[config.mk]
export PLATFORM = sky130hd
export DESIGN_NAME = td4_mem_loader
export DESIGN_NICKNAME = d
export VERILOG_FILES = /design/src/rtl/td4_mem_loader.sv
export SDC_FILE = /design/constraint.sdc
export NUM_CORES = 1
export LEC_CHECK = 0
export CORE_ASPECT_RATIO = 1.1
export CORE_UTILIZATION = 46
export CTS_CLUSTER_SIZE = 25
export DETAILED_ROUTE_END_ITERATION = 12
export GPL_TIMING_DRIVEN = 1
export PLACE_DENSITY_LB_ADDON = 0.2
export SETUP_SLACK_MARGIN = 0.4
export SYNTH_ARGS = -nofsm -noshare
export SYNTH_HDL_FRONTEND = slang
export SYNTH_SLANG_ARGS = --single-unit
[constraint.sdc]
create_clock -name clk -period 3.69 [get_ports clk]
set_clock_uncertainty 0.1 [all_clocks]
set_input_delay 1.107 -clock clk [delete_from_list [all_inputs] [get_ports clk]]
set_output_delay 1.107 -clock clk [all_outputs]
set_load 0.005 [all_outputs]
[src/rtl/td4_mem_loader.sv]
// td4_mem_loader: program loader and memory-port arbiter for the TD4
// 16 x 8-bit program memory. In RUN the CPU program counter drives the
// memory address; a rising edge on load_req starts a nibble-serial load
// (opcode nibble, then immediate nibble) of words 0..15, after which the
// CPU receives a one-cycle restart pulse.
// Optional feature macro: LOADER_CHECKSUM_EN appends a two-nibble checksum
// (low nibble first) that is compared against the byte-wise sum of the load.
module td4_mem_loader #(
    parameter int WORDS = 16
) (
    input  logic       clk,
    input  logic       rst_n,
    input  logic       load_req,
    input  logic [3:0] nib_in,
    input  logic       nib_valid,
    output logic       nib_ready,
    input  logic [3:0] cpu_pc,
    output logic [3:0] mem_address,
    output logic [3:0] mem_opcode_in,
    output logic [3:0] mem_immediate_in,
    output logic       mem_write,
    output logic       cpu_hold,
    output logic       cpu_restart,
    output logic       load_err
);

    localparam logic [3:0] LAST_ADDR = 4'(WORDS - 1);

`ifdef LOADER_CHECKSUM_EN
    typedef enum logic [2:0] {
        RUN, GET_OP, GET_IMM, WRITE, DONE, GET_CK_LO, GET_CK_HI, ERR
    } state_t;
`else
    typedef enum logic [2:0] {
        RUN, GET_OP, GET_IMM, WRITE, DONE
    } state_t;
`endif

    state_t      state_q, state_d;
    logic [3:0]  addr_q, addr_d;
    logic        load_req_q;
    logic [3:0]  op_q;
    logic [3:0]  imm_q;
    logic        load_start;
    logic        xfer;

`ifdef LOADER_CHECKSUM_EN
    logic [7:0]  ck_q;
    logic [3:0]  ck_lo_q;
`endif

    assign load_start = load_req & ~load_req_q;
    assign xfer       = nib_valid & nib_ready;

    // Output decode from the registered state only.
    always_comb begin
        nib_ready   = 1'b0;
        mem_write   = 1'b0;
        cpu_restart = 1'b0;
        load_err    = 1'b0;
        cpu_hold    = (state_q != RUN);
        mem_address = (state_q == RUN) ? cpu_pc : addr_q;
        case (state_q)
            GET_OP, GET_IMM: nib_ready = 1'b1;
            WRITE:           mem_write = 1'b1;
            DONE:            cpu_restart = 1'b1;
`ifdef LOADER_CHECKSUM_EN
            GET_CK_LO, GET_CK_HI: nib_ready = 1'b1;
            ERR:             load_err = 1'b1;
`endif
            default: ;
        endcase
    end

    assign mem_opcode_in    = op_q;
    assign mem_immediate_in = imm_q;

    // Next-state logic: load_req low aborts a nibble wait before any transfer.
    always_comb begin
        state_d = state_q;
        addr_d  = addr_q;
        case (state_q)
            RUN: begin
                if (load_start) begin
                    addr_d  = 4'd0;
                    state_d = GET_OP;
                end
            end
            GET_OP: begin
                if (!load_req)  state_d = DONE;
                else if (xfer)  state_d = GET_IMM;
            end
            GET_IMM: begin
                if (!load_req)  state_d = DONE;
                else if (xfer)  state_d = WRITE;
            end
            WRITE: begin
                if (addr_q == LAST_ADDR) begin
`ifdef LOADER_CHECKSUM_EN
                    state_d = GET_CK_LO;
`else
                    state_d = DONE;
`endif
                end else begin
                    addr_d  = addr_q + 4'd1;
                    state_d = GET_OP;
                end
            end
            DONE: state_d = RUN;
`ifdef LOADER_CHECKSUM_EN
            GET_CK_LO: begin
                if (!load_req)  state_d = DONE;
                else if (xfer)  state_d = GET_CK_HI;
            end
            GET_CK_HI: begin
                if (!load_req)  state_d = DONE;
                else if (xfer)  state_d = ({nib_in, ck_lo_q} == ck_q) ? DONE : ERR;
            end
            ERR: begin
                if (load_start) begin
                    addr_d  = 4'd0;
                    state_d = GET_OP;
                end
            end
`endif
            default: state_d = RUN;
        endcase
    end

    // Control state: asynchronous reset returns to RUN with no pending write.
    always_ff @(posedge clk or negedge rst_n) begin
        if (!rst_n) begin
            state_q    <= RUN;
            addr_q     <= 4'd0;
            load_req_q <= 1'b0;
        end else begin
            state_q    <= state_d;
            addr_q     <= addr_d;
            load_req_q <= load_req;
        end
    end

    // Data capture: nibbles and running checksum need no reset.
    always_ff @(posedge clk) begin
        if (state_q == GET_OP && xfer)  op_q  <= nib_in;
        if (state_q == GET_IMM && xfer) imm_q <= nib_in;
`ifdef LOADER_CHECKSUM_EN
        if (load_start && (state_q == RUN || state_q == ERR)) ck_q <= 8'd0;
        else if (state_q == WRITE)                            ck_q <= ck_q + {imm_q, op_q};
        if (state_q == GET_CK_LO && xfer) ck_lo_q <= nib_in;
`endif
    end

endmodule

# == Yosys cells after proc, flatten, opt, wreduce, memory -nomap -nowiden ==
# Cells that the tools add are included.
# word_totals
register_bits,16
input_bits,12
out_inout_bits,17
wordCells,40
# op_classes
addsub,1
eq_ne,9
n_mux,14
n_bitwise,3
n_reduce_logical,8
# ops
cell,count
3-bit two-way mux,6
4-bit two-way mux,3
3-bit one-hot mux with 4 select lines,1
4-bit one-hot mux with 2 select lines,1
3-bit by 2-bit == test with 1-bit output (second input constant),2
3-bit != test (second input constant),2
3-bit AND reduction,2
4-bit by 1-bit adder with 4-bit output (second input constant),1
4-bit == test (second input constant),1
2-bit != test (second input constant),2
3-bit by 1-bit == test with 1-bit output (second input constant),1
3-bit == test (second input constant),1
3-bit zero test,1
1-bit two-way mux,3
3-bit nonzero test,1
1-bit bitwise AND,2
1-bit logical AND,2
2-bit nonzero test,1
2-bit OR reduction,1
1-bit inverter,1

# == Longest topological paths before layout ==
# Gate-level depths: netlist (run 1).
# depth
word_depth,7
ltp_mapped,5
ltp_nobuf,4

# == Worst setup path before layout (run 1) ==
# Ideal clock, no wire load.
# synth_timing
path_kind,in2out
start,in cpu_pc[0]
end,out mem_address[0]
t_arrival_ns,1.401
required_ns,2.483
slack_ns,1.082
path_stages,1
path_buffers,0
path_cell_list,mux2_1
# synth_between
elab_chain_cells,1
# synth_lines
element,line,text
"start, declared",17,"input logic [3:0] cpu_pc,"
4-bit two-way mux,62,mem_address = (state_q == RUN) ? cpu_pc : addr_q;
"end, declared",18,"output logic [3:0] mem_address,"
# No other way between the ends.

# == Final worst setup path (run 1) ==
# layout_timing
start,in cpu_pc[2]
end,out mem_address[2]
# Same word-level chain as after synthesis.

==> metrics.md, run 1 <==
| Metric | Value |
|---|---|
| Leakage | 0.466 nW |
| Reg power frac | 0.514 |
| Routability cong. | 0.736 |
| Ys Warns | 0 |
| R2r worst-path depth | 2 |
| PortBufs | 27 |
| Share of cells above drive strength 1 | 0.0745 |
| Routed WL per cell | 14.0 um |
| Post-Route WL | about 1600 um |
| H-tree levels | 1 |
| Mux cell area share after synthesis | 0.0419 |
| Antenna viol nets, final | 0 |
| Die width | roughly 42 um |
| Area of the multi-input gates | 325 um^2 |
| Max FO, Critical Path | 1 |
| Area grow syn2layout | 35.2% |
| Slowest-stage cell, CP | clkdlybuf4s50_1 |
| Drt first pass iters | 4 |
| WP data arrival | 2040 ps |
| Clk Latency, worst-skew pair | between 200 and 300 ps |
| Maximum VDD drop | 0.377 mV |
| PnR worst setup slack | ~440 ps |
| Reg2reg end | mem_immediate_in[0] |
| Initial antenna violation count | 0 |
| CP required | 2480 ps |
| Tcrit/Tclk final | 0.881 |
| Setup tns final | 0 ps |
| CP Cell Sequence | clkdlybuf4s50_1 -> mux2_1 -> dlygate4sd2_1 |
| Die area | 0.00193 mm^2 |
| Initial Util | 0.506 |
| CTS Root Buffer Type | clkbuf_4 |
| Hold Fails Final Rpt | 0 |
| P_sw | about 0.00014 W |
| Antenna diodes | 0 |
| Pwr dens | 427 mW/mm^2 |
| Flop2flop setup slack | ~1700 ps |
| Status | finished, final reports clean |
| Hold path depth | 1 |
| CP endpoint kind | primary output |
| Pre-CTS setup slack | roughly 250 ps |
| Vert. Die Dim | between 40 and 50 um |
| Critical path class | input port to primary output |
| RSZ-0062 raised after global routing | no |
| Num CTS Buffers | 3 |
| Post-CTS Setup Bufs | 0 |
| Fraction of the mapped netlist area in simple logic gates | 0.236 |
| Worst hold endpoint | addr_q[3] |
| Fmax | 308 MHz |
| Syn avg cell area | about 12 um^2 |
| Final HPWL DP | 1110 um |
| Clock transition at the registers of the reported paths | 100 ps |
| Final setup fails | 0 |
| Routed vias | 613 |
| Row count | 15 |
| Clock buffer depth | 2 |
| Family with the most delay on the worst path | buffers and inverters |
| Hold Crit Class | flip-flop to flip-flop |
| Max-Cap Viols | 0 |
| CTS sink count | 16 |
| Register area share after synthesis | 0.546 |
| Main combinational cell family by area after synthesis | simple AND/OR/NAND/NOR gates |
| Count of different cell masters after synthesis | 29 |
| Fillers | 127 |
| Register bit count reported by yosys | 16 |
| Rel. slew slack | 0.541 |
| CP bufs+invs | 2 |
| First-pass GRT wire length | 2410 um |
| Post-Synth XOR/XNOR Area | 0 |
| Synth Cell Area | just over 800 um^2 |
| Vias per cell | 5.52 |
| TritonCTS clock tree | yes |
| Slew Limit Fails | 0 |
| Reg2Reg Launch Point | state_q[1] |
| Compound-cell area share of the yosys netlist | 0.105 |
| Routed wl met3 | 80 um |
| Clock power frac | 0.202 |
| Top Metal Used | met3 |
| Met1 wire length | 720 um |
| Int Pwr | around 0.00033 W |
| Post-Syn Instances | 67 |
| Post-Synthesis Net Count | 80 |
| Core Region | 0.00160 mm^2 |
| Combinational power share | 0.284 |
| Residual DRC | 0 |
| Startpoint Class | input port |
| GRT Overall Usage | 0.169 |
| Nets | 108 |
| Hold path start | addr_q[3] |
| Metal2 WL | approximately 750 um |
| Worst-margin pin slew | 687 ps |
| Largest net degree at the start of global routing | 14 |
| DR iter-0 viols | 4 |
| Grt total ovfl | 0 |
| Reg area | ~440 um^2 |
| Vias in the first global route | 526 |
| Number of I/O pins | 29 |
| Switch share | 0.298 |
| Post-Route Utilization | 0.684 |
| CP peak stage delay | 400 ps |
| Post-Synth Adder-Cell Area | 0.0155 |
| Min cycle time layout | 3250 ps |
[worst max path at each step]
stage	to	startpoint	slack [ps]	depth (start not counted)
after CTS	mem_address[2]	cpu_pc[2]	430	3
after global routing	mem_address[0]	cpu_pc[0]	400	3
after global placement	mem_address[0]	cpu_pc[0]	260	3
after floorplan	mem_address[0]	cpu_pc[0]	1080	1
after detailed placement	mem_address[0]	cpu_pc[0]	250	3
final	mem_address[2]	cpu_pc[2]	440	3
[timing repair]
action,CTS,global route
resized for setup,4,1
hold buffers,0,0
endpoints found under the setup margin,4,1
[area by class of cell]
type / count / area share
inverter: 3 / 0.0103
clock inverter: 1 / 0.00344
clock buffer: 3 / 0.0206
sequential: 16 / 0.404
timing repair buffer: 27 / 0.244
tap: 17 / 0.0195
multi-input combinational: 44 / 0.298
[cells by family after synthesis]
logic type,after synthesis
buf+inv,7
simple gates,25
mux,3
compound gates,14
flops,16
fa+ha+maj,1
other cells,1
[metal layers]
layer | track usage | up-vias
li1 | - | 307
met1 | 0.222 | 288
met2 | 0.275 | 18
met3 | 0.0317 | 0
met4 | 0.0774 | 0
met5 | 0 | -
[cells in the final DEF, fill, tap and decap left out, types with 2 or more instances in the layout]
cell	instances
dlygate4sd2_1	3
nand2_1	3
nand2b_1	2
nor3b_1	3
o21ai_1	2
nor3_1	3
clkdlybuf4s50_1	23
and3b_1	3
edfxtp_1	8
clkbuf_4	3
nand3_1	4
inv_1	2
o21ai_0	2
dfrtp_1	8
a21oi_1	5
mux2_1	3
[Yosys cell counts, drive strengths merged]
library cell	count	area [um^2]
and3	1	6.26
nand4b	1	8.76
nand3b	1	20.0
a31oi	1	6.26
dfrtp	8	200
nor3b	3	22.5
edfxtp	8	240
conb	1	3.75
or3	1	6.26
nand2b	2	12.5
buf	4	30.0
a21o	1	7.51
nand2	3	11.3
o21ai	4	20.0
and3b	3	26.3
nand3	4	20.0
a21oi	5	25.0
a311o	1	10.0
mux2	3	33.8
a211oi	1	7.51
a41oi	1	8.76
inv	3	11.3
ha	1	12.5
and4b	1	10.0
nor3	4	31.3
nor4b	1	15.0
[per-stage QoR]
stage	hold slack, ps	power (W)	cells	cell area [um^2]
2_1_floorplan	394	0.000311	67	807
3_3_place_gp	432	0.000380	107	1070
3_5_place_dp	435	0.000385	107	1070
4_1_cts	449	0.000471	111	1090
5_1_grt	473	0.000495	111	1090
6_report	451	0.000466	111	1090
[sequential cells by signal (all words and copies together), names as in the netlist]
register / count
mem_opcode_in: 4
addr_q: 4
mem_immediate_in: 4
state_q: 3
load_req_q: 1
[power groups by stage]
stage | combinational, W | sequential (W) | clock (W)
floorplan | 0.0000850 | 0.000226 | 0
global placement | 0.000138 | 0.000242 | 0
detailed placement | 0.000142 | 0.000243 | 0
CTS | 0.000133 | 0.000240 | 0.0000979
global route | 0.000148 | 0.000244 | 0.000103
finish | 0.000132 | 0.000240 | 0.0000941
Power figures use the tool's default switching activity.
==> run 2, diff against run 1 <==
==> constraint.sdc (replaced) <==
create_clock -name clk -period 3.69 [get_ports clk]
set_clock_uncertainty 0.1 [all_clocks]
set_input_delay 1.107 -clock clk [delete_from_list [all_inputs] [get_ports clk]]
set_output_delay 1.107 -clock clk [all_outputs]
set_load 0.01 [all_outputs]
==> metrics.md, run 2 (synthesis gave the netlist of run 1 again) <==
| Metric | Value |
|---|---|
| Placed cell areas | 0.00107 mm^2 (unchanged) |
| Vias in the first global route | 526 (unchanged) |
| Final setup fails | 0 (unchanged) |
| Status | finished, final reports clean (unchanged) |
| CP required | 2480 ps (about the same) |
| Vert. Die Dim | 45.9 um (unchanged) |
| Initial Util | 0.506 (unchanged) |
| Die width | 41.9 um (unchanged) |
| Final instance area | 0.00109 mm^2 (about the same) |
| Drt first pass iters | 4 (unchanged) |
| Die area | 0.00193 mm^2 (unchanged) |
| Num CTS Buffers | 3 (unchanged) |
| Routability cong. | 0.736 (unchanged) |
| Maximum VDD drop | 0.384 mV (was 0.377 mV) |
| Reg area | 440 um^2 (unchanged) |
| Largest net degree at the start of global routing | 14 (unchanged) |
| Antenna diodes | 0 (unchanged) |
| Combinational power share | 0.302 (was 0.284) |
| Reg2Reg Launch Point | state_q[1] (unchanged) |
| Nets | 108 (unchanged) |
| Routed vias | 613 (unchanged) |
| Fmax | 310 MHz (was 308 MHz) |
| Vias per cell | 5.52 (unchanged) |
| Area of the multi-input gates | 325 um^2 (unchanged) |
| Tcrit/Tclk final | 0.874 (was 0.881) |
| PortBufs | 27 (unchanged) |
| Area grow syn2layout | 35.5% (was 35.2%) |
| H-tree levels | 1 (unchanged) |
| Clk Latency, worst-skew pair | 280 ps (about the same) |
| Slowest-stage cell, CP | clkdlybuf4s50_1 (unchanged) |
| R2r worst-path depth | 2 (unchanged) |
| Clock buffer depth | 2 (unchanged) |
| Antenna viol nets, final | 0 (unchanged) |
| First-pass GRT wire length | 2410 um (unchanged) |
| WHS | 451 ps (unchanged) |
| Flop2flop setup slack | 1730 ps (about the same) |
| TritonCTS clock tree | yes (unchanged) |
| Clock transition at the registers of the reported paths | 100 ps (about the same) |
| Rel. slew slack | 0.541 (unchanged) |
| Worst-margin pin slew | 687 ps (unchanged) |
| CP endpoint kind | primary output (unchanged) |
| Int Pwr | 0.000329 W (was 0.000327 W) |
| CP Cell Sequence | clkdlybuf4s50_1 -> mux2_1 -> clkdlybuf4s15_1 (was clkdlybuf4s50_1 -> mux2_1 -> dlygate4sd2_1) |
| Hold path start | addr_q[3] (unchanged) |
| Final HPWL DP | 1110 um (unchanged) |
| Fillers | 126 (was 127) |
| Min cycle time layout | 3230 ps (was 3250 ps) |
| Max-Cap Viols | 0 (unchanged) |
| Cells after DPL | 107 (unchanged) |
| Leakage | 0.463 nW (was 0.466 nW) |
| DR iter-0 viols | 4 (unchanged) |
| CTS Root Buffer Type | clkbuf_4 (unchanged) |
| Share of cells above drive strength 1 | 0.0745 (unchanged) |
| Number of I/O pins | 29 (unchanged) |
| Post-CTS Setup Bufs | 0 (unchanged) |
| Residual DRC | 0 (unchanged) |
| Routed WL per cell | 14.0 um (about the same) |
| Instance count on the critical path | 3 (unchanged) |
| Grt total ovfl | 0 (unchanged) |
| Slew Limit Fails | 0 (unchanged) |
| WP data arrival | 2020 ps (was 2040 ps) |
| Clock power frac | 0.197 (was 0.202) |
| Switch share | 0.313 (was 0.298) |
| Critical Path Source | cpu_pc[2] (unchanged) |
| Reg2reg end | mem_immediate_in[0] (unchanged) |
| Fin cells | 111 (unchanged) |
| Hold Fails Final Rpt | 0 (unchanged) |
| Worst hold endpoint | addr_q[3] (unchanged) |
| Initial antenna violation count | 0 (unchanged) |
| CP peak stage delay | 400 ps (about the same) |
| CTS sink count | 16 (unchanged) |
| Hold Crit Class | flip-flop to flip-flop (unchanged) |
| Reg power frac | 0.501 (was 0.514) |
| Hold path depth | 1 (unchanged) |
| Startpoint Class | input port (unchanged) |
| Max FO, Critical Path | 1 (unchanged) |
| GRT Overall Usage | 0.169 (unchanged) |
| RSZ-0062 raised after global routing | no (unchanged) |
| Setup tns final | 0 ps (unchanged) |
| Core Region | 0.00160 mm^2 (unchanged) |
| Commonest cells after routing, fill and taps aside | 23 x clkdlybuf4s50_1, 8 x dfrtp_1, 8 x edfxtp_1 (unchanged) |
| Commonest non-fill, non-tap cell in the layout | clkdlybuf4s50_1 (unchanged) |
| Row count | 15 (unchanged) |
| Family with the most delay on the worst path | buffers and inverters (unchanged) |
| CP bufs+invs | 2 (unchanged) |
| Post-Route WL | 1550 um (about the same) |
| Pwr dens | 437 mW/mm^2 (was 427 mW/mm^2) |
| P_sw | 0.000150 W (was 0.000139 W) |
| Critical path class | input port to primary output (unchanged) |
==> run 2: worst max path at each step <==
stage                                end  slack (ps)
after floorplan           mem_address[0]        1050
after global placement    mem_address[0]         220
after detailed placement  mem_address[0]         220
after CTS                 mem_address[2]         410
after global routing      mem_address[3]         420
final                     mem_address[2]         460
==> run 2: per-layer routing <==
metal	vias up	track usage	part of all wire
li1	307	-	-
met1	288	0.222	0.46
met2	18	0.275	0.48
met3	0	0.0317	0.051
met4	0	0.0774	0
met5	-	0	0
==> run 2: through the flow <==
step | power, W | util | worst slack [ps]
floorplan | 0.000322 | - | 1050
global placement | 0.000391 | 0.670 | 224
detailed placement | 0.000396 | 0.670 | 216
CTS | 0.000482 | 0.683 | 414
global route | 0.000507 | 0.685 | 425
finish | 0.000478 | 0.685 | 464
==> run 2: power by group through the flow <==
stage                Clock, W  Combinational [W]  Sequential [W]
floorplan                   0          0.0000939        0.000228
global placement            0           0.000149        0.000242
detailed placement          0           0.000153        0.000243
CTS                 0.0000979           0.000144        0.000240
global route         0.000103           0.000161        0.000244
finish              0.0000941           0.000144        0.000240
==> run 2: area by class of cell <==
type                            count  share of cell area
Clock buffer                        3              0.0206
Clock inverter                      1             0.00343
Inverter                            3              0.0103
Multi-Input combinational cell     44               0.297
Sequential cell                    16               0.403
Tap cell                           17              0.0195
Timing Repair Buffer               27               0.246
==> run 2: what timing repair did <==
item,CTS,global route
resized for setup,4,3
hold buffers,0,0
pin swaps,0,0
endpoints found under the hold margin,0,0
setup endpoints to repair,4,3
==> run 2: worst register-to-register path: stages (launching register included) <==
cell and delay [ps]:
dfrtp_1 670, nand2b_1 210, nor3b_1 630
==> run 3, diff against run 2 <==
--- a/config.mk
+++ b/config.mk
@@ -6,7 +6,8 @@
 export NUM_CORES = 1
 export LEC_CHECK = 0
 export CORE_ASPECT_RATIO = 1.1
-export CORE_UTILIZATION = 46
+export CORE_UTILIZATION = 49
+export CTS_BUF_LIST = sky130_fd_sc_hd__clkbuf_4
 export CTS_CLUSTER_SIZE = 25
 export DETAILED_ROUTE_END_ITERATION = 12
 export GPL_TIMING_DRIVEN = 1
==> metrics.md, run 3 (synthesis gave the netlist of run 1 again) <==
| Metric | Value |
|---|---|
| Setup tns final | 0 ps (unchanged) |
| R2r worst-path depth | 2 (unchanged) |
| Max-Cap Viols | 0 (unchanged) |
| Startpoint Class | input port (unchanged) |
| PortBufs | 27 (unchanged) |
| Tcrit/Tclk final | 0.876 (was 0.874) |
| Clock power frac | 0.193 (was 0.197) |
| Hold Crit Class | flip-flop to flip-flop (unchanged) |
| Die area | 0.00181 mm^2 (was 0.00193 mm^2) |
| Initial antenna violation count | 0 (unchanged) |
| Clock transition at the registers of the reported paths | 90 ps (was 100 ps) |
| Vias per cell | 5.44 (was 5.52) |
| Residual DRC | 0 (unchanged) |
| Hold path start | addr_q[3] (unchanged) |
| Maximum VDD drop | 0.239 mV (was 0.384 mV) |
| Vias in the first global route | 513 (was 526) |
| Commonest non-fill, non-tap cell in the layout | clkdlybuf4s50_1 (unchanged) |
| Pre-CTS setup slack | 209 ps (was 216 ps) |
| Initial Util | 0.518 (was 0.506) |
| Pwr dens | 434 mW/mm^2 (was 437 mW/mm^2) |
| Fin cells | 112 (was 111) |
| Min cycle time layout | 3230 ps (about the same) |
| Share of cells above drive strength 1 | 0.0842 (was 0.0745) |
| CTS Root Buffer Type | clkbuf_4 (unchanged) |
| Worst-margin pin slew | 648 ps (was 687 ps) |
| Combinational power share | 0.314 (was 0.302) |
| CTS sink count | 16 (unchanged) |
| Area grow syn2layout | 36.4% (was 35.5%) |
| Hold Fails Final Rpt | 0 (unchanged) |
| Reg power frac | 0.493 (was 0.501) |
| Critical Path Source | cpu_pc[3] (was cpu_pc[2]) |
| Leakage | 0.468 nW (was 0.463 nW) |
| Post-Route WL | 1540 um (was 1550 um) |
| Grt total ovfl | 0 (unchanged) |
| Cells after DPL | 108 (was 107) |
| Drt first pass iters | 4 (unchanged) |
| Antenna diodes | 0 (unchanged) |
| Status | finished, final reports clean (unchanged) |
| Final setup fails | 0 (unchanged) |
| Int Pwr | 0.000330 W (was 0.000329 W) |
| TritonCTS clock tree | yes (unchanged) |
| Die width | 40.7 um (was 41.9 um) |
| Post-layout power | 0.000478 W (about the same) |
| Num CTS Buffers | 3 (unchanged) |
| Post-CTS Hold Buffers | 0 (unchanged) |
| Fmax | 309 MHz (was 310 MHz) |
| Hold path depth | 1 (unchanged) |
| Clock buffer depth | 2 (unchanged) |
| Max FO, Critical Path | 1 (unchanged) |
| Final HPWL DP | 1190 um (was 1110 um) |
| Routability cong. | 0.713 (was 0.736) |
| Number of I/O pins | 29 (unchanged) |
| Fillers | 120 (was 126) |
| GRT Overall Usage | 0.182 (was 0.169) |
| Commonest cells after routing, fill and taps aside | 23 x clkdlybuf4s50_1, 8 x dfrtp_1, 8 x edfxtp_1 (unchanged) |
| Largest net degree at the start of global routing | 13 (was 14) |
| Clk Latency, worst-skew pair | 270 ps (was 280 ps) |
| Nets | 109 (was 108) |
| Slew Limit Fails | 0 (unchanged) |
| Routed WL per cell | 13.8 um (was 14.0 um) |
| Reg2Reg Launch Point | state_q[0] (was state_q[1]) |
| RSZ-0062 raised after global routing | no (unchanged) |
| Rel. slew slack | 0.567 (was 0.541) |
| First-pass GRT wire length | 2310 um (was 2410 um) |
| PnR worst setup slack | 458 ps (was 464 ps) |
| Routed vias | 609 (was 613) |
| H-tree levels | 1 (unchanged) |
| Antenna viol nets, final | 0 (unchanged) |
| WP data arrival | 2030 ps (was 2020 ps) |
| Core Region | 0.00156 mm^2 (was 0.00160 mm^2) |
| DR iter-0 viols | 10 (was 4) |
| Vert. Die Dim | 44.6 um (was 45.9 um) |
| CP required | 2480 ps (about the same) |
| Switch share | 0.309 (was 0.313) |
| CP endpoint kind | primary output (unchanged) |
| Row count | 15 (unchanged) |
| P_sw | 0.000147 W (was 0.000150 W) |
| Critical path class | input port to primary output (unchanged) |
## run 3: changes by cell type in the layout (fill, tap and decap cells not counted)
cell | previous run | this run
buf_4 | 0 | 1
## run 3: worst max-delay path, cell delays in order
cell             delay (ps)
clkdlybuf4s50_1         400
mux2_1                  290
clkdlybuf4s15_1         230
## run 3: path summary, 6_finish.rpt
| path | slack [ps] | to |
|---|---|---|
| worst max-delay path | 460 | mem_address[3] |
| worst min-delay path | 460 | addr_q[3] |
| worst max register to register | 1800 | mem_immediate_in[2] |
| worst min register to register | 460 | addr_q[3] |
| max in group asynchronous | 2230 | addr_q[1] |
| min in group asynchronous | 1000 | addr_q[0] |
## run 3: per-stage QoR
stage / cell area (um^2) / utilization / hold WS, ps
after floorplan: 807 / - / 394
after global placement: 1080 / 0.691 / 434
after detailed placement: 1080 / 0.691 / 436
after CTS: 1100 / 0.704 / 450
after global routing: 1100 / 0.707 / 490
final: 1100 / 0.707 / 455
## run 3: final cells by class
| type | instances | area, um^2 | area share |
|---|---|---|---|
| multi-input cells | 44 | 325 | 0.295 |
| well taps | 17 | 21.3 | 0.0193 |
| flip-flops and latches | 16 | 440 | 0.400 |
| inverters | 3 | 11.3 | 0.0102 |
| clock buffers | 3 | 22.5 | 0.0205 |
| repair buffers | 28 | 277 | 0.251 |
| clock inverters | 1 | 3.75 | 0.00341 |
## run 3: what timing repair did
item / in CTS / in global routing
resized for setup: 4 / 3
endpoints found under the setup margin: 4 / 3
buffers inserted: 0 / 0
## run 3: layer usage
| metal | track usage | vias to the layer above | routed length (um) |
|---|---|---|---|
| met1 | 0.254 | 284 | 671 |
| met5 | 0 | - | 0 |
| li1 | - | 308 | - |
| met2 | 0.302 | 17 | 799 |
| met3 | 0.0302 | 0 | 70 |
| met4 | 0.0200 | 0 | 0 |
## run 3: power by group through the flow
stage	Combinational, W	Clock (W)	Sequential (W)
2_1_floorplan	0.0000939	0	0.000228
6_report	0.000150	0.0000921	0.000236
3_5_place_dp	0.000158	0	0.000239
4_1_cts	0.000149	0.0000936	0.000236
3_3_place_gp	0.000154	0	0.000238
5_1_grt	0.000169	0.000102	0.000239
